### config.mk
export PLATFORM = sky130hd
export DESIGN_NAME = sig_ctrl
export DESIGN_NICKNAME = d
export VERILOG_FILES = /design/src/rtl/sig_ctrl.sv
export SDC_FILE = /design/constraint.sdc
export NUM_CORES = 1
export LEC_CHECK = 0
export CORE_MARGIN = 3
export CORE_UTILIZATION = 40
export CTS_CLUSTER_SIZE = 28
export DETAILED_ROUTE_END_ITERATION = 8
export PLACE_DENSITY = 0.64
export SLEW_MARGIN = 10
export SYNTH_ARGS = -nofsm -noshare
export SYNTH_HDL_FRONTEND = slang
export SYNTH_SLANG_ARGS = --single-unit
### constraint.sdc
create_clock -name clk -period 2.3 [get_ports clk]
set_input_delay 0.575 -clock clk [delete_from_list [all_inputs] [get_ports clk]]
set_output_delay 0.575 -clock clk [all_outputs]
set_load 0.1 [all_outputs]
### src/rtl/sig_ctrl.sv
// Purpose: key conditioning, rate index and burst/gap sequencing for a PRBS-9 generator.
// Latency: key to press pulse is 2 sync cycles (+ DEB_CYCLES with SIG_CTRL_DEB_EN); all outputs registered.
// Backpressure: none; bit_tick paces the FSM, the press pulse is acted on the cycle it appears.
module sig_ctrl #(
    parameter int DEB_CYCLES = 1000000,
    parameter int BURST_BITS = 511,
    parameter int GAP_BITS   = 16
) (
    input  logic       clk,
    input  logic       rst_n,
    input  logic       key_up,
    input  logic       key_down,
    input  logic       key_run,
    input  logic       bit_tick,
    output logic [3:0] rate_sel,
    output logic       gen_en,
    output logic       frame_sync,
    output logic [1:0] state
);

    typedef enum logic [1:0] {
        S_IDLE  = 2'd0,
        S_ARM   = 2'd1,
        S_BURST = 2'd2,
        S_GAP   = 2'd3
    } state_t;

    localparam logic [15:0] BURST_LAST = 16'(BURST_BITS);
    // ARM always spends one idle bit period, so GAP itself covers GAP_BITS-1 ticks
    localparam logic [15:0] GAP_LAST   = 16'(GAP_BITS - 1);

    // bit order: [0]=up, [1]=down, [2]=run
    logic [2:0] key_raw;
    logic [2:0] sync1, sync2;
    logic [2:0] cond, cond_q;
    logic [2:0] armed;
    logic [1:0] fill;
    logic [2:0] press;

    assign key_raw = {key_run, key_down, key_up};

    // two-flop synchronizer; armed only once a valid low level has been seen, so a key
    // held through reset release cannot produce a press
    always_ff @(posedge clk) begin
        if (rst_n) begin
            sync1  <= '0;
            sync2  <= '0;
            fill   <= '0;
            armed  <= '0;
            cond_q <= '0;
        end else begin
            sync1  <= key_raw;
            sync2  <= sync1;
            fill   <= {fill[0], 1'b1};
            armed  <= armed | ({3{fill[1]}} & ~sync2);
            cond_q <= cond;
        end
    end

`ifdef SIG_CTRL_DEB_EN
    localparam int DW = (DEB_CYCLES < 2) ? 1 : $clog2(DEB_CYCLES);
    localparam logic [DW-1:0] DEB_LAST = DW'(DEB_CYCLES - 1);

    logic [DW-1:0] deb_cnt [3];
    logic [2:0]    deb_lvl;

    // accept a new level after DEB_CYCLES consecutive samples differing from the current one
    always_ff @(posedge clk) begin
        if (rst_n) begin
            deb_lvl <= '0;
            for (int k = 0; k < 3; k++) deb_cnt[k] <= '0;
        end else begin
            for (int k = 0; k < 3; k++) begin
                if (sync2[k] == deb_lvl[k]) begin
                    deb_cnt[k] <= '0;
                end else if (deb_cnt[k] == DEB_LAST) begin
                    deb_lvl[k] <= sync2[k];
                    deb_cnt[k] <= '0;
                end else begin
                    deb_cnt[k] <= deb_cnt[k] + DW'(1);
                end
            end
        end
    end

    assign cond = deb_lvl;
`else
    // debounce depth has no meaning without the debounce counters
    logic deb_unused;
    assign deb_unused = (DEB_CYCLES > 0);
    assign cond = sync2;
`endif

    assign press = cond & ~cond_q & armed;

    state_t      st, st_nxt;
    logic [15:0] bit_cnt, cnt_nxt;
    logic        stop_pend, stop_nxt;
    logic [3:0]  rate_pend, pend_nxt, rate_nxt;
    logic        gen_nxt, fs_nxt;

    // next-state, counter, rate and registered-output values
    always_comb begin
        st_nxt   = st;
        cnt_nxt  = bit_cnt;
        stop_nxt = stop_pend;
        pend_nxt = rate_pend;
        rate_nxt = rate_sel;
        fs_nxt   = 1'b0;

        if (press[0] && !press[1]) begin
            pend_nxt = (rate_pend == 4'd9) ? 4'd0 : rate_pend + 4'd1;
        end else if (press[1] && !press[0]) begin
            pend_nxt = (rate_pend == 4'd0) ? 4'd9 : rate_pend - 4'd1;
        end

        case (st)
            S_IDLE: begin
                if (press[2]) st_nxt = S_ARM;
            end
            S_ARM: begin
                if (press[2]) begin
                    st_nxt = S_IDLE;
                end else if (bit_tick) begin
                    st_nxt  = S_BURST;
                    fs_nxt  = 1'b1;
                    cnt_nxt = 16'd1;
                end
            end
            S_BURST: begin
                if (press[2]) stop_nxt = 1'b1;
                if (bit_tick) begin
                    if (bit_cnt == BURST_LAST) begin
                        cnt_nxt = 16'd0;
                        if (stop_nxt)           st_nxt = S_IDLE;
                        else if (GAP_BITS == 1) st_nxt = S_ARM;
                        else                    st_nxt = S_GAP;
                    end else begin
                        cnt_nxt = bit_cnt + 16'd1;
                    end
                end
            end
            S_GAP: begin
                if (press[2]) begin
                    st_nxt = S_IDLE;
                end else if (bit_tick) begin
                    if (bit_cnt + 16'd1 == GAP_LAST) begin
                        cnt_nxt = 16'd0;
                        st_nxt  = stop_pend ? S_IDLE : S_ARM;
                    end else begin
                        cnt_nxt = bit_cnt + 16'd1;
                    end
                end
            end
            default: st_nxt = S_IDLE;
        endcase

        if (st_nxt == S_IDLE) stop_nxt = 1'b0;
        // rate_sel only moves in IDLE or on entry to ARM, never inside a burst
        if (st_nxt == S_IDLE || (st_nxt == S_ARM && st != S_ARM)) rate_nxt = pend_nxt;
        gen_nxt = (st_nxt == S_BURST);
    end

    // state and output registers
    always_ff @(posedge clk) begin
        if (rst_n) begin
            st         <= S_IDLE;
            bit_cnt    <= '0;
            stop_pend  <= 1'b0;
            rate_pend  <= '0;
            rate_sel   <= '0;
            gen_en     <= 1'b0;
            frame_sync <= 1'b0;
        end else begin
            st         <= st_nxt;
            bit_cnt    <= cnt_nxt;
            stop_pend  <= stop_nxt;
            rate_pend  <= pend_nxt;
            rate_sel   <= rate_nxt;
            gen_en     <= gen_nxt;
            frame_sync <= fs_nxt;
        end
    end

    assign state = st;

endmodule

==> results of run 1 <==
## registers in the layout, summed over array words and instances (netlist names), 2 cells and up
signal	count
armed	3
bit_cnt	16
cond	3
cond_q	3
fill	2
rate_pend	4
rate_sel	4
state	2
sync1	3
## repair_timing
action                                  in CTS  in global routing
cloned                                       0                  1
pin swaps                                    8                  8
hold buffers                                 0                  0
setup buffers                                7                  4
resized for setup                           11                 17
endpoints found under the setup margin      18                 24
endpoints found under the hold margin        0                  0
## cell usage in the layout (no fill, tap or decap), types with 3 or more instances in the layout
master	count
xnor2_1	5
nor2_1	27
nor3b_1	4
nor4b_1	4
nand3_1	16
o21ai_0	16
dfxtp_2	5
ha_1	5
buf_4	54
clkbuf_8	5
a211oi_1	3
dfxtp_1	35
and3_1	7
clkdlybuf4s50_1	4
and2b_2	3
dfxtp_4	3
or3_4	3
nor3_1	4
o31ai_1	3
nor4_1	8
inv_1	14
nor4_4	3
a31oi_1	3
nand2_1	21
a21oi_1	15
nand4_1	5
nor2b_1	7
## power groups by stage
stage	Clock, mW	Combinational (mW)	Sequential [mW]
3_3_place_gp	0	0.0895	0.783
4_1_cts	0.483	0.0909	0.765
6_report	0.474	0.0939	0.765
3_5_place_dp	0	0.0895	0.784
2_1_floorplan	0	0.0533	0.791
5_1_grt	0.513	0.103	0.767
## final cells by class
class / count / area, um2
timing repair buffer: 62 / 501.7
inverter: 14 / 52.55
sequential: 43 / 878.3
clock inverter: 2 / 12.51
fill: 513 / 2534
tap: 72 / 90.09
clock buffer: 6 / 72.57
multi-input combinational: 213 / 1534
## worst paths after layout
kind	start	slack, ns	end
worst max-delay path	bit_cnt[9]	-0.11	rate_sel[3]
worst min-delay path	sync1[0]	0.44	cond[0]
worst max register to register	bit_cnt[9]	-0.11	rate_sel[3]
worst min register to register	sync1[0]	0.44	cond[0]
## synth_stat cells, drive strengths merged, types with 2 or more instances
| library cell | instances | share of area |
|---|---|---|
| dfxtp | 43 | 0.36 |
| nor2 | 28 | 0.044 |
| nand2 | 22 | 0.035 |
| a21oi | 17 | 0.040 |
| nand3 | 17 | 0.035 |
| o21ai | 16 | 0.033 |
| inv | 14 | 0.022 |
| nor4 | 12 | 0.037 |
| clkbuf | 11 | 0.026 |
| and3 | 9 | 0.024 |
| nor2b | 7 | 0.018 |
| ha | 6 | 0.031 |
| nand4 | 6 | 0.022 |
| nor3 | 6 | 0.015 |
| a31oi | 5 | 0.025 |
| nor3b | 5 | 0.016 |
| or3 | 5 | 0.017 |
| xnor2 | 5 | 0.018 |
| nor4b | 4 | 0.015 |
| a211oi | 3 | 0.0094 |
| a31o | 3 | 0.011 |
| and2b | 3 | 0.011 |
| buf | 3 | 0.0094 |
| o31ai | 3 | 0.0094 |
| xor2 | 3 | 0.011 |
| a22o | 2 | 0.0073 |
| mux2 | 2 | 0.011 |
| mux2i | 2 | 0.0083 |
| nand3b | 2 | 0.0078 |
| o2111ai | 2 | 0.0073 |
| o31a | 2 | 0.0073 |
| or4 | 2 | 0.0094 |
## metrics by stage
stage | hold WS, ns | util | total power, mW | TNS, ns | instance area [um2]
2_1_floorplan | 0.4138 | - | 0.8447 | -0.1260 | 2424
6_report | 0.4398 | 0.5536 | 1.333 | -0.2988 | 3142
4_1_cts | 0.4446 | 0.5315 | 1.338 | -0.3475 | 3017
5_1_grt | 0.4610 | 0.5536 | 1.383 | -1.055 | 3142
3_3_place_gp | 0.4159 | 0.5020 | 0.8725 | -3.516 | 2849
3_5_place_dp | 0.4246 | 0.5020 | 0.8731 | -4.153 | 2849
## cells by family (layout without fill, tap and decap cells)
family	count (synthesis)	after routing
xor+xnor	8	8
mux	4	4
simple gates	133	133
flops	43	43
fa+ha+maj	6	6
buf+inv	28	84
compound gates	61	62
## critical path: cells and delay by family, from the launching register on
kind / cells / cell delay (ns)
AND/OR/NAND/NOR: 3 / 1.19
multiplexers: 1 / 0.29
AO/OA/AOI/OAI: 3 / 0.49
flip-flops: 1 / 0.31
## layer usage
layer	track usage	vias up	part of all wire
met5	0	-	0
met4	0.06287	0	0.018
met3	0.03258	8	0.052
met2	0.2529	62	0.47
met1	0.2174	1066	0.46
li1	-	1143	-
==> flow_summary.rst, run 1 <==
.. list-table::
   :header-rows: 1

   * - Metric
     - Value
   * - Via count of the first global-routing pass
     - 2153
   * - Number of synthesized flops with an enable pin
     - 0
   * - Wire length per cell
     - between 10 and 15 um
   * - Die Footprint
     - between 0.006 and 0.007 mm2
   * - Largest net degree at the start of global routing
     - 22
   * - Post-detailed-route DRC marker count
     - 0
   * - Via count
     - between 2000 and 2500
   * - Post-Syn Area
     - around 0.0024 mm2
   * - Number of diodes added for antenna fixing
     - 0
   * - P per Cell Area
     - roughly 420 mW/mm2
   * - Aggregate global routing overflow
     - 0
   * - H-tree Lvls
     - 2
   * - Setup repair after global routing missed its margin
     - yes
   * - Fraction of final layout cells with drive strength greater than 1
     - 0.3206
   * - Final setup violation count
     - 4
   * - Slew @ Worst Pin
     - roughly 0.51 ns
   * - Crit path required time
     - 2.48 ns
   * - Initial DRT Pass Iterations
     - 4
   * - Placed cells
     - between 300 and 400
   * - CTS tree
     - yes
   * - Switching power
     - between 0.3 and 0.4 mW
   * - Violated checks
     - negative setup slack
   * - Cells on Worst Hold Path
     - 1
   * - Count of mapped cells out of synthesis
     - approximately 280
   * - Placeable core area
     - around 0.0057 mm2
   * - Cell repeated most along the worst path
     - or4_4
   * - Synth Area in Compound Gates
     - 0.1837
   * - Estimated wirelength of the detail-placed design
     - between 3000 and 4000 um
   * - Switching Share
     - 0.2456
   * - Number of antenna-violating nets in the routed design
     - 0
   * - Critical Path Fanout Max
     - 4
   * - Path depth of the worst reg2reg path
     - 7
   * - Worst setup slack after placement
     - -0.6580 ns
   * - Clock buffer count from CTS
     - 5
   * - Final Wtd Congestion
     - ~0.86
   * - Result of the run
     - complete, but fails checks
   * - Critical path launch point type
     - flip-flop
   * - Clock transition at path regs
     - 0.08 ns
   * - Fraction of the cycle the final worst path needs
     - 1.047
   * - Register area share after synthesis
     - 0.3580
   * - Largest buffer count on any clock path
     - 2
   * - Ordered list of cells on the worst path
     - or4_4 -> or4_4 -> a31oi_4 -> o32ai_4 -> a21oi_4 -> nand2_2 -> mux2_4
   * - Seq cells post-synth
     - 43
   * - Portion of total power attributed to sequential cells
     - 0.574
   * - Fraction of synthesized cell area in xor and xnor cells
     - 0.02914
   * - Share of synthesized registers carrying an async set or reset
     - 0
   * - Main combinational cell family by area after synthesis
     - simple AND/OR/NAND/NOR gates
   * - MaxCap Viol Count
     - 0
   * - Adder-Cell Fraction of Synth Area
     - 0.03122
   * - Proportion of power drawn by the clock network
     - 0.356
   * - Class of the tightest hold or removal check
     - reg -> reg
   * - Multiplexer share of the synthesized area
     - 0.01925
   * - Number of nets produced by synthesis
     - a little under 300
   * - Num Clock Sinks
     - 43
   * - Number of primary I/O pins
     - 14
   * - Main flop type after synthesis
     - dfxtp_1
   * - Worst-case vdd ir drop
     - 0.2629 mV
   * - Post-layout minimum cycle time
     - about 2.4 ns
   * - Power Internal
     - between 1 and 1.5 mW
   * - Number of distinct library cells after synthesis
     - 60
   * - Die Height
     - 83.54 um
   * - Relative contribution of combinational cells to total power
     - 0.070
   * - Effective utilization at floorplan
     - 0.4237
   * - Via density per instance
     - 5.532
   * - Setup Crit Path Kind
     - reg -> reg
   * - Total GRT Usage
     - 0.1611
   * - Total wire length after detailed routing
     - about 5800 um
   * - Worst slew margin
     - 0.6574
   * - Warnings, synthesis
     - 0
   * - Crit-path max cell delay
     - around 0.56 ns
   * - Die extent in x
     - ~84 um
   * - Synth Area in Simple Gates
     - 0.3215
   * - Final Hold Fails
     - 0
   * - Wire length of the first global-routing pass
     - 9432 um
   * - Endpoint arrival time on the critical path
     - 2.59 ns
   * - Mean cell area of the mapped netlist
     - around 8.5 um2
   * - Post-route clock skew
     - between 0.004 and 0.005 ns
   * - Area growth from synthesis to layout
     - 30.65%
   * - Number of I/O port buffers
     - 13
   * - Count of pins over their slew limit
     - 0
   * - Number of nets in the layout
     - between 300 and 400
   * - Reported leakage power
     - about 1.3 nW
   * - Post-route insts no fill
     - ~410
   * - Root buffer cell
     - clkbuf_8
   * - Row count
     - 27
   * - Kind of capture point of the worst setup path
     - flip-flop
   * - Count of routing violations after the opening detailed-route iteration
     - 87
   * - Critical-path top delay cell
     - or4_4
   * - Worst-Skew Late Latency
     - between 0.2 and 0.3 ns
   * - Antenna violations before repair
     - 0
   * - Worst setup margin
     - -0.1070 ns
   * - Peak clock frequency supported by timing
     - a little over 400 MHz
(Power assumes the default switching activity.)
==> run 2, diff against run 1 <==
--- a/config.mk
+++ b/config.mk
@@ -9,6 +9,7 @@
 export CORE_UTILIZATION = 40
 export CTS_CLUSTER_SIZE = 28
 export DETAILED_ROUTE_END_ITERATION = 8
+export GPL_ROUTABILITY_DRIVEN = 0
 export PLACE_DENSITY = 0.64
 export SLEW_MARGIN = 10
 export SYNTH_ARGS = -nofsm -noshare
==> results of run 2 <==
Same layout as run 1: the final DEF is identical, and so are final timing and power.
